`config.mk`:
```
export PLATFORM = sky130hd
export DESIGN_NAME = stream_arbiter
export DESIGN_NICKNAME = d
export VERILOG_FILES = /design/src/rtl/stream_arbiter.sv
export SDC_FILE = /design/constraint.sdc
export NUM_CORES = 1
export LEC_CHECK = 0
export ABC_AREA = 0
export BUFFER_PORTS_ARGS = -buffer_cell sky130_fd_sc_hd__buf_2
export CAP_MARGIN = 20
export CORE_AREA = 2 2 39 41
export CTS_CLUSTER_SIZE = 30
export DETAILED_ROUTE_END_ITERATION = 10
export DIE_AREA = 0 0 41 43
export GPL_TIMING_DRIVEN = 1
export MAX_ROUTING_LAYER = met4
export PLACE_DENSITY = 0.6
export RECOVER_POWER = 50
export SLEW_MARGIN = 20
export SYNTH_ARGS = -nofsm -noshare
export SYNTH_HDL_FRONTEND = slang
export SYNTH_SLANG_ARGS = --single-unit
```
`constraint.sdc`:
```
create_clock -name clk -period 0.9 [get_ports clk]
set_input_delay 0 -clock clk [delete_from_list [all_inputs] [get_ports clk]]
set_output_delay 0 -clock clk [all_outputs]
set_load 0.005 [all_outputs]
```
`src/rtl/stream_arbiter.sv`:
```
// stream_arbiter: packet-level round-robin arbiter feeding one stream_upsize
// input from STREAM_COUNT narrow sources. A grant is held from arbitration
// until the beat carrying last is accepted. In BUSY the master side is a
// purely combinational pass-through of the granted source.
// Optional build macro STREAM_ARB_QOS_EN adds s_qos_i: the highest QoS among
// valid sources wins, and ties fall back to the round-robin scan order.
module stream_arbiter #(
    parameter int T_DATA_WIDTH = 4,
    parameter int STREAM_COUNT = 2,
    parameter int T_ID_WIDTH   = $clog2(STREAM_COUNT)
) (
    input  logic                                       clk,
    input  logic                                       rst,
    input  logic [STREAM_COUNT-1:0][T_DATA_WIDTH-1:0]  s_data_i,
    input  logic [STREAM_COUNT-1:0]                    s_last_i,
    input  logic [STREAM_COUNT-1:0]                    s_valid_i,
`ifdef STREAM_ARB_QOS_EN
    input  logic [STREAM_COUNT-1:0][1:0]               s_qos_i,
`endif
    output logic [STREAM_COUNT-1:0]                    s_ready_o,
    output logic [T_DATA_WIDTH-1:0]                    m_data_o,
    output logic                                       m_last_o,
    output logic                                       m_valid_o,
    input  logic                                       m_ready_i,
    output logic [T_ID_WIDTH-1:0]                      m_id_o
);

    typedef enum logic {
        IDLE = 1'b0,
        BUSY = 1'b1
    } state_t;

    state_t                r_state;
    state_t                w_state_nxt;
    logic [T_ID_WIDTH-1:0] r_grant;
    logic [T_ID_WIDTH-1:0] r_rr_ptr;

    logic                  w_any;
    logic [T_ID_WIDTH-1:0] w_pick;
    logic [T_ID_WIDTH-1:0] w_cand;
`ifdef STREAM_ARB_QOS_EN
    logic [1:0]            w_best_qos;
`endif

    // Arbitration: scan rr_ptr+1, rr_ptr+2, ... (wrapping) and take the first
    // valid source; with QoS only a strictly higher level displaces an earlier
    // candidate, so ties resolve in round-robin order.
    always_comb begin
        w_any  = 1'b0;
        w_pick = '0;
        w_cand = '0;
`ifdef STREAM_ARB_QOS_EN
        w_best_qos = '0;
`endif
        for (int unsigned i = 0; i < STREAM_COUNT; i++) begin
            w_cand = T_ID_WIDTH'((32'(r_rr_ptr) + i + 32'd1) % STREAM_COUNT);
            if (s_valid_i[w_cand]) begin
`ifdef STREAM_ARB_QOS_EN
                if (!w_any || (s_qos_i[w_cand] > w_best_qos)) begin
                    w_any      = 1'b1;
                    w_pick     = w_cand;
                    w_best_qos = s_qos_i[w_cand];
                end
`else
                if (!w_any) begin
                    w_any  = 1'b1;
                    w_pick = w_cand;
                end
`endif
            end
        end
    end

    // Next state and master/slave outputs; everything is quiet outside BUSY.
    always_comb begin
        w_state_nxt = r_state;
        s_ready_o   = '0;
        m_data_o    = '0;
        m_last_o    = 1'b0;
        m_valid_o   = 1'b0;
        m_id_o      = '0;
        case (r_state)
            IDLE: begin
                if (w_any) begin
                    w_state_nxt = BUSY;
                end
            end
            BUSY: begin
                m_data_o           = s_data_i[r_grant];
                m_last_o           = s_last_i[r_grant];
                m_valid_o          = s_valid_i[r_grant];
                m_id_o             = r_grant;
                s_ready_o[r_grant] = m_ready_i;
                if (s_valid_i[r_grant] && m_ready_i && s_last_i[r_grant]) begin
                    w_state_nxt = IDLE;
                end
            end
            default: w_state_nxt = IDLE;
        endcase
    end

    // State register; reset points rr_ptr at the last source so source 0 wins first.
    always_ff @(posedge clk or posedge rst) begin
        if (rst) begin
            r_state  <= IDLE;
            r_grant  <= '0;
            r_rr_ptr <= T_ID_WIDTH'(STREAM_COUNT - 1);
        end else begin
            r_state <= w_state_nxt;
            if ((r_state == IDLE) && w_any) begin
                r_grant  <= w_pick;
                r_rr_ptr <= w_pick;
            end
        end
    end

endmodule

```
==> results.json <==
{
  "placed_area_um2": 428,
  "synth_top_area_share": 0.180,
  "critPathKind": "flip-flop to primary output",
  "cts_tree": "done",
  "cap_violations": 0,
  "fin_ws_ns": -0.325,
  "instances_no_fill": 80,
  "initial_utilization": 0.201,
  "n_fill_cell": 155,
  "ys.flop_type": "dfrtp_1",
  "final_area_um2": 536,
  "cts_num_sinks": 3,
  "min_path_type": "primary input to flip-flop",
  "ys_seq_area_frac": 0.275,
  "num_vias": 344,
  "synth-edff-count": 0,
  "worst_slew_pin_slew_ns": 0.216,
  "synth_seq_cells": 3,
  "yosys.cell_types.count": 18,
  "dieHeight_um": 43,
  "grtUsageTotal": 0.122,
  "hold_viol_final": 0,
  "setup_viol": 11,
  "required_ns": 0.90,
  "p_leak_nw": 0.301,
  "slew_violations": 0,
  "end_kind": "primary output",
  "cp_max_fo": 4,
  "core_area_um2": 1380,
  "timing.fmax_mhz": 816,
  "synth_compound_area_frac": 0.122,
  "gp_congestion": 0.766,
  "netlist_area_um2": 278,
  "dr.pass1.iters": 4,
  "grt_antenna_before_repair": 0,
  "post-route-period-util": 1.36,
  "cts_max_level": 1,
  "grt_max_degree": 7,
  "fin_crit_ns": 1.23,
  "io_pins": 24,
  "yosys_warnings": 0,
  "synth_mux_area_frac": 0.252,
  "synthArstFlopShare": 1.00,
  "grt_pass1_vias": 335,
  "yosys.area_share.simple": 0.266,
  "ir_drop_mv": 0.993,
  "synthCells": 30,
  "gr-total-overflow": 0,
  "wire_per_inst_um": 10.1,
  "start_kind": "flip-flop",
  "clk_latency_ns": 0.23,
  "cts-root-buf": "clkbuf_4",
  "ys_top_cells_by_count": "nor2_1, mux2i_1",
  "io_buffers": 23,
  "ant_nets": 0,
  "hpwl_um": 598,
  "synthToLayoutAreaGrowth_pct": 92.8,
  "drt-total-wl_um": 810,
  "synth_xor_area_frac": 0,
  "finalClockSkew_ns": 0.00148,
  "cts_made_buffers": 3,
  "max_slew_margin": 0.855,
  "cp_data_arrival_time_ns": 1.23,
  "drtIter0Drc": 5,
  "yosysTopAreaCell": "dfrtp_1",
  "row_count": 14,
  "fin_nets": 80,
  "drive_gt1_frac": 0.688,
  "avgSynthCellArea_um2": 9.26,
  "cts.path.max_buffers": 2,
  "diodes": 0,
  "die_x_um": 41,
  "outcome": "finished with violations",
  "grt_pass1_wl_um": 1380,
  "via_per_inst": 4.30,
  "synth_top_family_by_area": "simple AND/OR/NAND/NOR gates",
  "failed_checks": "negative setup slack",
  "synth-adder-area-share": 0,
  "clkTransAtPathRegs_ns": 0.04,
  "synth.most_common_cell": "nor2_1",
  "syn_nets": 45,
  "die_area_um2": 1760,
  "synth.area.top_cells": "dfrtp_1, mux2i_1, mux2_4",
  "pwr_density_cell_nw_per_um2": 2680,
  "post-route-drc-count": 0,
  "dp.cells": 71,
  "rsz0062_at_grt": "yes"
}
## layout by cell type (no fill, tap or decap), drive strengths merged, types with 2 or more instances in the layout
master	Yosys	final
buf	2	31
nor2	5	5
mux2i	4	4
clkbuf	0	4
and2	3	3
inv	2	2
nand2	2	2
mux2	2	2
dfrtp	2	2
## final timing paths
check	from	endpoint	slack (ns)	cells past startpoint
worst max register to register	r_grant	r_state	-0.20	3
worst max-delay path	r_grant	m_last_o	-0.33	3
worst min register to register	r_rr_ptr	r_grant	0.61	2
min in group asynchronous	rst	r_grant	0.18	3
max in group asynchronous	rst	r_rr_ptr	0.51	3
worst min-delay path	m_ready_i	r_state	0.04	2
## sequential cells by signal, indices dropped and copies added (netlist names)
name and cells:
r_grant 1, r_rr_ptr 1, r_state 1
## critical path, stage by stage, from the launching register on
cell	delay, ns
dfrtp_2	0.43
mux2_4	0.31
and2_4	0.14
buf_6	0.11
## per-stage QoR
stage / util / worst slack [ns] / total power, mW / setup TNS [ns] / hold slack [ns]
4_1_cts: 0.370 / -0.331 / 1.35 / -2.90 / 0.0359
6_report: 0.387 / -0.325 / 1.43 / -2.49 / 0.0394
3_3_place_gp: 0.309 / -0.0877 / 0.948 / -0.295 / -0.125
5_1_grt: 0.387 / -0.364 / 1.56 / -3.13 / 0.0390
3_5_place_dp: 0.309 / -0.0968 / 0.964 / -0.440 / -0.119
2_1_floorplan: - / -0.122 / 0.695 / -0.242 / -0.247
## power breakdown
group	switching [mW]	internal, mW	total (mW)	leakage (nW)
Clock	0.0704	0.166	0.237	0.0150
Sequential	0.0541	0.211	0.265	0.0310
Combinational	0.316	0.616	0.932	0.255
Total	0.441	0.993	1.43	0.301
## kinds of logic after synthesis
| kind of cell | Yosys count |
|---|---|
| mux | 6 |
| simple gates | 14 |
| compound gates | 3 |
| buf+inv | 4 |
| flops | 3 |
## cell type report
cell class                      count  area (um2)  share of cell area
Timing Repair Buffer               32         215               0.402
Multi-Input combinational cell     23         189               0.353
Sequential cell                     3        77.6               0.145
Clock buffer                        4        26.3              0.0491
Tap cell                           16        20.0              0.0374
Inverter                            2        7.51              0.0140
## per-layer routing
layer / vias up / share of wire / wire [um] / GRT usage
li1: 171 / - / - / -
met1: 164 / 0.41 / 335 / 0.139
met2: 7 / 0.54 / 435 / 0.169
met3: 2 / 0.043 / 35 / 0.0785
met4: 0 / 0.0049 / 4 / 0.0400
met5: - / 0 / 0 / -
## what timing repair did
item,in CTS,in global routing
endpoints found under the setup margin,11,12
pin swaps,2,2
hold endpoints to repair,3,0
buffers inserted,4,0
hold buffers,1,0
resized for setup,3,6
Power figures use the tool's default switching activity.
